## src/rtl/qinv_mult_arbiter_pkg.sv

```systemverilog
// Shared constants and the response-FIFO entry type for qinv_mult_arbiter.
package qinv_mult_arbiter_pkg;

    // Multiplicative constant applied to every operand (result kept mod 2^16).
    localparam logic [15:0] QINV = 16'hF301;

    // Kyber modulus, kept alongside QINV for the datapaths that share it.
    localparam int unsigned KYBER_Q = 3329;

    // Widest requester index supported (NREQ up to 8).
    localparam int unsigned ID_W_MAX = 3;

    // One queued response: which requester issued it and the product.
    typedef struct packed {
        logic [ID_W_MAX-1:0] id;
        logic [15:0]         data;
    } rsp_entry_t;

endpackage

```

## src/rtl/qinv_mult_arbiter_mult.sv

```systemverilog
// Shared constant multiplier: p = a * QINV mod 2^16, one registered stage.
module mult_constants_qinv
(
    input  logic        clk,
    input  logic        srst,
    input  logic [15:0] a,
    output logic [15:0] p
);
    import qinv_mult_arbiter_pkg::*;

    logic [15:0] prod;

    // 16-bit context keeps only the low half of the product.
    always_comb begin
        prod = a * QINV;
    end

    // Registered product, cleared by synchronous reset.
    always_ff @(posedge clk) begin
        if (srst) begin
            p <= '0;
        end else begin
            p <= prod;
        end
    end

endmodule

```

## src/rtl/qinv_mult_arbiter.sv

```systemverilog
// Round-robin arbiter sharing one QINV multiplier among NREQ requesters,
// with credit-based flow control into a small in-order response FIFO.
module qinv_mult_arbiter #(
    parameter int unsigned NREQ       = 4,
    parameter int unsigned FIFO_DEPTH = 2
) (
    input  logic                    clk,
    input  logic                    rst_n,
    input  logic [NREQ-1:0]         req_valid,
    output logic [NREQ-1:0]         req_ready,
    input  logic [32*NREQ-1:0]      req_data,
    output logic                    rsp_valid,
    input  logic                    rsp_ready,
    output logic [$clog2(NREQ)-1:0] rsp_id,
    output logic [15:0]             rsp_data,
    output logic                    busy
);
    import qinv_mult_arbiter_pkg::*;

    localparam int unsigned IDW = $clog2(NREQ);
    localparam int unsigned PW  = $clog2(FIFO_DEPTH);
    localparam int unsigned CW  = $clog2(FIFO_DEPTH + 1);
    localparam logic [CW:0] DEPTH_C = (CW+1)'(FIFO_DEPTH);

    logic [IDW-1:0] rr_ptr;
    logic           inflight;
    logic [IDW-1:0] tag;
    logic [CW-1:0]  fifo_count;
    logic [PW-1:0]  rd_ptr;
    logic [PW-1:0]  wr_ptr;
    rsp_entry_t     fifo_mem [FIFO_DEPTH];
    rsp_entry_t     head;
    rsp_entry_t     push_entry;

    logic           credit_ok;
    logic           grant;
    logic [IDW-1:0] grant_idx;
    logic [IDW-1:0] cand;
    logic           push;
    logic           pop;
    logic [15:0]    mult_a;
    logic [15:0]    mult_p;
    logic           mult_srst;
    logic           unused_id_bits;

    // Credit: a slot is free if entries held plus the one in flight are
    // below depth, counting the entry being popped this cycle as freed.
    always_comb begin
        pop       = rsp_valid & rsp_ready;
        push      = inflight;
        credit_ok = rst_n &&
                    ((DEPTH_C + (CW+1)'(pop)) >
                     ((CW+1)'(fifo_count) + (CW+1)'(inflight)));
    end

    // Round-robin search starting at rr_ptr; first valid requester wins.
    always_comb begin
        req_ready = '0;
        grant     = 1'b0;
        grant_idx = '0;
        cand      = '0;
        if (credit_ok) begin
            for (int unsigned k = 0; k < NREQ; k++) begin
                cand = rr_ptr + IDW'(k);
                if (!grant && req_valid[cand]) begin
                    grant     = 1'b1;
                    grant_idx = cand;
                end
            end
        end
        if (grant) begin
            req_ready[grant_idx] = 1'b1;
        end
    end

    // Granted operand's low half feeds the shared multiplier.
    always_comb begin
        mult_a    = req_data[32*int'(grant_idx) +: 16];
        mult_srst = ~rst_n;
    end

    mult_constants_qinv u_mult (
        .clk  (clk),
        .srst (mult_srst),
        .a    (mult_a),
        .p    (mult_p)
    );

    // Pointer advances past the winner; inflight/tag track the operation
    // whose product appears at the multiplier output next cycle.
    always_ff @(posedge clk or negedge rst_n) begin
        if (!rst_n) begin
            rr_ptr   <= '0;
            inflight <= 1'b0;
            tag      <= '0;
        end else begin
            inflight <= grant;
            if (grant) begin
                tag    <= grant_idx;
                rr_ptr <= grant_idx + IDW'(1);
            end
        end
    end

    // Entry captured from the multiplier output and its tag.
    always_comb begin
        push_entry      = '0;
        push_entry.id   = ID_W_MAX'(tag);
        push_entry.data = mult_p;
    end

    // Response FIFO: push on the cycle after a grant, pop on handshake.
    always_ff @(posedge clk or negedge rst_n) begin
        if (!rst_n) begin
            fifo_count <= '0;
            rd_ptr     <= '0;
            wr_ptr     <= '0;
            for (int unsigned e = 0; e < FIFO_DEPTH; e++) begin
                fifo_mem[e] <= '0;
            end
        end else begin
            if (push) begin
                fifo_mem[wr_ptr] <= push_entry;
                wr_ptr <= (wr_ptr == PW'(FIFO_DEPTH - 1)) ? '0 : wr_ptr + PW'(1);
            end
            if (pop) begin
                rd_ptr <= (rd_ptr == PW'(FIFO_DEPTH - 1)) ? '0 : rd_ptr + PW'(1);
            end
            fifo_count <= fifo_count + CW'(push) - CW'(pop);
        end
    end

    // Head entry and status outputs.
    always_comb begin
        head           = fifo_mem[rd_ptr];
        rsp_valid      = (fifo_count != '0);
        rsp_id         = head.id[IDW-1:0];
        rsp_data       = head.data;
        busy           = inflight | (fifo_count != '0);
        unused_id_bits = ^head.id;
    end

endmodule

```

## config.mk

```make
export PLATFORM = sky130hd
export DESIGN_NAME = qinv_mult_arbiter
export DESIGN_NICKNAME = d
export VERILOG_FILES = /design/src/rtl/qinv_mult_arbiter_pkg.sv /design/src/rtl/qinv_mult_arbiter_mult.sv /design/src/rtl/qinv_mult_arbiter.sv
export SDC_FILE = /design/constraint.sdc
export NUM_CORES = 1
export LEC_CHECK = 0
export CELL_PAD_IN_SITES_DETAIL_PLACEMENT = 0
export CELL_PAD_IN_SITES_GLOBAL_PLACEMENT = 1
export CORE_AREA = 2 2 113 115
export CTS_CLUSTER_SIZE = 24
export DETAILED_ROUTE_END_ITERATION = 16
export DIE_AREA = 0 0 115 117
export HOLD_SLACK_MARGIN = 0.03
export PLACE_DENSITY_LB_ADDON = 0.1
export SLEW_MARGIN = 15
export SYNTH_ARGS = -nofsm -noshare
export SYNTH_HDL_FRONTEND = slang
export SYNTH_SLANG_ARGS = --single-unit
```

## constraint.sdc

```tcl
create_clock -name clk -period 7.6 [get_ports clk]
set_input_delay 1.52 -clock clk [delete_from_list [all_inputs] [get_ports clk]]
set_output_delay 1.52 -clock clk [all_outputs]
set_load 0.02 [all_outputs]
```

==> results.json, run 1 <==
{
  "status": "finished clean",
  "port_buffers": 94,
  "postRouteAntennaNets": 0,
  "cts_buffer_depth": 2,
  "clockPowerShare_pct": 11.4,
  "initial_utilization_pct": 32.3,
  "syn_area_mm2": 0.00397,
  "drc": 0,
  "rows": 41,
  "cp_data_required_time_ns": 7.85,
  "synth_nets": 528,
  "setup_viol": 0,
  "tns_ns": 0,
  "slowest_stage": "fa_1",
  "synth_top_family_by_area": "multiplexers",
  "min_to": "fifo_mem[23]",
  "cts_tree": "built",
  "htreeDepth": 3,
  "cts-buffers-inserted": 9,
  "crit_top_cell": "ha_1",
  "rsz0062_at_grt": "false",
  "drv_cap": 0,
  "io_pins": 159,
  "p_comb_share_pct": 70.7,
  "diodes": 0,
  "grt_usage_pct": 14.2,
  "mostFrequentLayoutCell": "clkdlybuf4s50_1",
  "netSwitchingPower_w": 0.00125,
  "yosys.area_share.adder_pct": 15.5,
  "synth_cell_type_count": 45,
  "synth-simple-area-share_pct": 8.57,
  "cp_top_family": "adder cells",
  "synth_compound_area_share_pct": 6.18,
  "fin_skew_ns": 0.00422,
  "r2r-start": "inflight",
  "power_switching_share_pct": 39.2,
  "finalInstanceArea_mm2": 0.00545,
  "drv_slew": 0,
  "die_area_mm2": 0.0135,
  "antenna_found_initial": 0,
  "postCtsSetupBuffers": 0,
  "final_cell_mix": "93 x clkdlybuf4s50_1, 57 x mux2_2, 45 x dfrtp_1, 38 x ha_1, 22 x nor2_1",
  "hpwl_um": 7100,
  "powerDensity_mw_per_mm2": 585,
  "relSlewSlack_pct": 37.9,
  "period_share_pct": 94.3,
  "worstPathMaxFanout": 6,
  "clock_latency_ns": 0.32,
  "grt_pass1_wl_um": 14700,
  "seqPwrFrac_pct": 17.9,
  "endpoint_kind": "register",
  "worstHoldStart": "u_mult.p[4]",
  "grt_pass1_vias": 3037,
  "fillers": 1216,
  "worstMarginPinSlew_ns": 0.932,
  "path_clk_slew_ns": 0.05,
  "ys.flop_type": "dfrtp_1",
  "vias_per_cell": 4.65,
  "holdBufCountCts": 0,
  "die_y_um": 117,
  "clock_sinks": 61,
  "period_needed_ns": 7.17,
  "grt_max_degree": 63,
  "crit_type": "input pin to register",
  "p_leak_nw": 2.43,
  "drt-initial-drc-count": 92,
  "yosysSeqAreaShare_pct": 36.4,
  "max_freq_mhz": 139,
  "synth-seq-cells": 61,
  "cpPeakStageDelay_ns": 0.53,
  "ir_worst_vdd_v": 0.000262,
  "first_pass_iters": 4,
  "reg2reg_setup_slack_ns": 1.38,
  "synthToLayoutAreaGrowth_pct": 37.2,
  "synthMuxAreaShare_pct": 25.0,
  "critPathBufInv": 4,
  "hold_viol": 0,
  "layout.nets": 641,
  "die_w_um": 115,
  "hold_depth": 1,
  "wirelength_um": 8780,
  "place_congestion": 0.787,
  "syn_inst": 348,
  "drive_above_1_share_pct": 22.3,
  "synthXorXnorAreaFrac_pct": 4.38,
  "avgSynthCellArea_um2": 11.4,
  "arrival_ns": 7.42,
  "worstSetupStartpointType": "input pin",
  "grt_overflow_total": 0,
  "cts_resized": 0,
  "synth-edff-count": 0,
  "dpl_cell_area_mm2": 0.00518,
  "async_flop_share_pct": 73.8,
  "hold_class": "register to register",
  "yosysWarnings": 0,
  "core_mm2": 0.0123,
  "root_buffer": "clkbuf_16",
  "wire_per_inst_um": 14.3,
  "r2r_cells": 25,
  "internal-power_w": 0.00194,
  "vias": 2864,
  "r2r-end": "u_mult.p[15]"
}
[metrics by stage]
| step | utilization [%] | std cells | setup WS [ns] | hold slack, ns | power (W) |
|---|---|---|---|---|---|
| 6_report | 44.2 | 616 | 0.431 | 0.478 | 0.00319 |
| 5_1_grt | 44.2 | 616 | 0.0349 | 0.494 | 0.00357 |
| 4_1_cts | 44.2 | 616 | 0.346 | 0.484 | 0.00327 |
| 3_5_place_dp | 42.1 | 600 | 0.0346 | 0.472 | 0.00289 |
| 3_3_place_gp | 42.1 | 600 | 0.0498 | 0.468 | 0.00288 |
| 2_1_floorplan | - | 348 | 0.483 | 0.458 | 0.00227 |
[Yosys cell counts, types with 2 or more instances]
master | number | area, µm²
a21oi_2 | 3 | 26.3
nand2_1 | 9 | 33.8
nor2b_1 | 2 | 12.5
fa_1 | 7 | 140
mux2_2 | 57 | 642
a21oi_1 | 15 | 75.1
mux2i_1 | 20 | 200
a21o_1 | 5 | 37.5
o21ai_0 | 3 | 15.0
xor2_1 | 3 | 26.3
and2_1 | 19 | 119
buf_1 | 2 | 7.51
dfxtp_1 | 16 | 320
inv_1 | 21 | 78.8
dfrtp_1 | 45 | 1130
nand2b_1 | 2 | 12.5
xnor2_1 | 15 | 131
mux2_1 | 10 | 113
ha_1 | 38 | 475
nor2_1 | 22 | 82.6
clkbuf_1 | 7 | 26.3
nor3_1 | 3 | 15.0
buf_6 | 2 | 22.5
[kinds of logic (layout without fill, tap and decap cells)]
| group | Yosys count | in the layout |
|---|---|---|
| DFF | 61 | 61 |
| and+or+nand+nor | 64 | 64 |
| adders and majority gates | 45 | 45 |
| AOI/OAI and AO/OA | 36 | 36 |
| buffers and inverters | 34 | 152 |
| xor gates and xnor gates | 19 | 19 |
| muxes | 89 | 89 |
[registers in the layout, indices dropped and copies added, names as in the netlist]
signal / flops
rr_ptr: 2
rd_ptr: 1
fifo_count: 2
inflight: 1
wr_ptr: 1
fifo_mem: 36
u_mult.p: 16
tag: 2
[worst max path at each step]
stage               startpoint  cells after the start           end  slack, ns
floorplan            rsp_ready                     24  u_mult.p[15]       0.48
global placement     rsp_ready                     25  u_mult.p[15]       0.05
detailed placement   rsp_ready                     25  u_mult.p[15]       0.03
CTS                  rsp_ready                     25  u_mult.p[15]       0.35
global route         rsp_ready                     25  u_mult.p[15]       0.03
finish               rsp_ready                     25  u_mult.p[15]       0.43
[layout make-up]
cell class | count | area [µm²] | share of cell area (%)
timing repair buffer | 114 | 1090 | 19.9
multi-input combinational | 253 | 2370 | 43.6
sequential | 61 | 1450 | 26.6
tap | 150 | 188 | 3.45
inverter | 22 | 82.6 | 1.52
clock buffer | 12 | 246 | 4.52
clock inverter | 4 | 23.8 | 0.436
[routing by layer]
| layer | GRT usage, % | wire length, µm | vias to the layer above |
|---|---|---|---|
| li1 | - | - | 1439 |
| met1 | 17.6 | 3980 | 1354 |
| met2 | 24.5 | 4340 | 63 |
| met3 | 3.50 | 365 | 8 |
| met4 | 4.18 | 95 | 0 |
| met5 | 0 | 0 | - |
[power groups by stage]
stage | combinational, W | sequential (W) | clock (W)
floorplan | 0.00174 | 0.000528 | 0
global placement | 0.00231 | 0.000571 | 0
CTS | 0.00232 | 0.000573 | 0.000376
detailed placement | 0.00231 | 0.000579 | 0
finish | 0.00225 | 0.000571 | 0.000364
global route | 0.00258 | 0.000588 | 0.000397
Note: power is estimated with default switching activity, not from simulation.
==> inputs of run 2 (changes only) <==
--- a/config.mk
+++ b/config.mk
@@ -5,12 +5,13 @@
 export SDC_FILE = /design/constraint.sdc
 export NUM_CORES = 1
 export LEC_CHECK = 0
+export ABC_AREA = 1
 export CELL_PAD_IN_SITES_DETAIL_PLACEMENT = 0
 export CELL_PAD_IN_SITES_GLOBAL_PLACEMENT = 1
-export CORE_AREA = 2 2 113 115
+export CORE_AREA = 2 2 120 122
 export CTS_CLUSTER_SIZE = 24
 export DETAILED_ROUTE_END_ITERATION = 16
-export DIE_AREA = 0 0 115 117
+export DIE_AREA = 0 0 122 124
 export HOLD_SLACK_MARGIN = 0.03
 export PLACE_DENSITY_LB_ADDON = 0.1
 export SLEW_MARGIN = 15
==> run 2 against run 1 <==
  * Die area rose by 12%
  * Critical path type unchanged
  * Maximum frequency rose by 3.0%
  * Global-route usage rose by 0.35 points
==> results.json, run 2 <==
{
  "synth_compound_area_share_pct": 10.8,
  "use_met3_pct": 3.62,
  "cpPeakStageDelay_ns": 0.53,
  "crit_type": "input pin to register",
  "dp_cells": 834,
  "postCtsSetupBuffers": 0,
  "async_flop_share_pct": 73.8,
  "first_pass_iters": 4,
  "slowest_stage": "fa_1",
  "final_cell_mix": "194 x nand2_1, 93 x clkdlybuf4s50_1, 75 x inv_1, 49 x o21ai_0, 45 x dfrtp_1",
  "worstSetupStartpointType": "input pin",
  "largest_register_ffs": 36,
  "postRouteAntennaNets": 0,
  "grt.busiest_layer": "met2",
  "arrival_ns": 7.17,
  "holdBufCountCts": 0,
  "met2_usage_pct": 21.5,
  "post-route-util_pct": 41.1,
  "drv_slew": 0,
  "setup_viol": 0,
  "yosys.area_share.adder_pct": 14.7,
  "synth_nets": 751,
  "wire_per_inst_um": 12.0,
  "hold_viol": 0,
  "initial_utilization_pct": 30.5,
  "die_w_um": 122,
  "synth-simple-area-share_pct": 27.7,
  "yosysMostFrequentCell": "nand2_1",
  "place_congestion": 0.801,
  "synth_top_family_by_area": "simple AND/OR/NAND/NOR gates",
  "grt_pass1_vias": 3615,
  "max_freq_mhz": 144,
  "grt_pass1_wl_um": 17500,
  "cts-buffers-inserted": 9,
  "syn_area_mm2": 0.00418,
  "synth-seq-cells": 61,
  "max_flop_register": "fifo_mem",
  "vias_per_cell": 4.39,
  "vias": 3733,
  "hpwl_um": 7830,
  "cts_tree": "built",
  "synth_cell_type_count": 38,
  "antenna_found_initial": 0,
  "wirelength_um": 10200,
  "netlist_top_cells_count": "194 x nand2_1, 75 x inv_1, 49 x o21ai_0, 45 x dfrtp_1, 38 x ha_1",
  "htreeDepth": 3,
  "grt_usage_pct": 14.5,
  "crit_top_cell": "ha_1",
  "worstPathMaxFanout": 13,
  "grt_overflow_total": 0,
  "endpoint_kind": "register",
  "cts_buffer_depth": 2,
  "mostFrequentLayoutCell": "nand2_1",
  "fillers": 1459,
  "yosysWarnings": 0,
  "rsz0062_at_grt": "false",
  "cts_resized": 0,
  "synth-edff-count": 0,
  "synth_top_cell_area_share_pct": 26.9,
  "cp_top_family": "adder cells",
  "synthXorXnorAreaFrac_pct": 2.07,
  "cp_data_required_time_ns": 7.81,
  "ys.flop_type": "dfrtp_1",
  "worstMarginPinSlew_ns": 1.08,
  "drc": 0,
  "instances_no_fill": 850,
  "root_buffer": "clkbuf_16",
  "synthToLayoutAreaGrowth_pct": 35.0,
  "fin_skew_ns": 0.00361,
  "status": "finished clean",
  "syn_inst": 571,
  "tns_ns": 0,
  "synthTopCellsByArea": "dfrtp_1 27%, nand2_1 17%, ha_1 11%",
  "drive_above_1_share_pct": 8.81,
  "rows": 43,
  "yosysSeqAreaShare_pct": 34.6,
  "clock_sinks": 61,
  "grt_max_degree": 53,
  "synth_top_area_cell": "dfrtp_1",
  "port_buffers": 94,
  "core_mm2": 0.0137,
  "hold_class": "register to register",
  "avgSynthCellArea_um2": 7.32,
  "die_area_mm2": 0.0151,
  "drt-initial-drc-count": 167,
  "period_needed_ns": 6.96,
  "relSlewSlack_pct": 28.0,
  "period_share_pct": 91.5,
  "clock_latency_ns": 0.32,
  "reg_top3": "fifo_mem: 36 flops, u_mult.p: 16 flops",
  "diodes": 0,
  "path_clk_slew_ns": 0.05,
  "critPathBufInv": 7,
  "die_y_um": 124,
  "grtUsageMet1_pct": 21.0,
  "drv_cap": 0,
  "synthMuxAreaShare_pct": 0.239,
  "layout.nets": 845,
  "io_pins": 159
}
-- run 2: logic make-up after synthesis --
kind of cell,after synthesis
AND/OR/NAND/NOR,269
buffers and inverters,103
adder cells (fa/ha/maj),45
XOR/XNOR,9
flip-flops,61
AO/OA/AOI/OAI,83
multiplexers,1
-- run 2: final cells by class --
class | count | area [µm²] | area share, %
Clock buffer | 12 | 256 | 4.55
Clock inverter | 4 | 70.1 | 1.24
Inverter | 81 | 304 | 5.39
Sequential cell | 61 | 1450 | 25.6
Timing Repair Buffer | 105 | 1020 | 18.0
Tap cell | 180 | 225 | 3.99
Multi-Input combinational cell | 407 | 2320 | 41.2
-- run 2: path summary, 6_finish.rpt --
| kind | slack [ns] | cells after the start | endpoint | startpoint |
|---|---|---|---|---|
| worst max-delay path | 0.64 | 29 | u_mult.p[15] | rsp_ready |
| worst min-delay path | 0.46 | 2 | fifo_mem[24] | u_mult.p[5] |
| worst max register to register | 1.67 | 29 | u_mult.p[15] | rr_ptr[0] |
| worst min register to register | 0.46 | 2 | fifo_mem[24] | u_mult.p[5] |
| max in group asynchronous | 5.80 | 2 | fifo_mem[29] | rst_n |
| min in group asynchronous | 1.36 | 2 | fifo_count[1] | rst_n |
-- run 2: tightest hold or removal path: stages (launching register included) --
cell and delay [ns]:
dfxtp_1 0.29, inv_1 0.05, o21ai_0 0.07
-- run 2: stage by stage --
step	hold slack, ns	cell area (µm²)	setup slack, ns
3_3_place_gp	0.455	5320	0.252
6_report	0.459	5640	0.643
2_1_floorplan	0.442	4180	0.855
3_5_place_dp	0.459	5320	0.224
4_1_cts	0.462	5640	0.551
5_1_grt	0.491	5640	0.206
-- run 2: per-layer routing --
| metal | wire, µm | up-vias |
|---|---|---|
| met5 | 0 | - |
| met1 | 5390 | 1652 |
| met3 | 536 | 9 |
| li1 | - | 1983 |
| met4 | 96 | 0 |
| met2 | 4210 | 89 |
Power of run 2 is left out: the tool's default activity adds up to more than one toggle a clock period on the data nets, which glitch-free logic cannot reach.
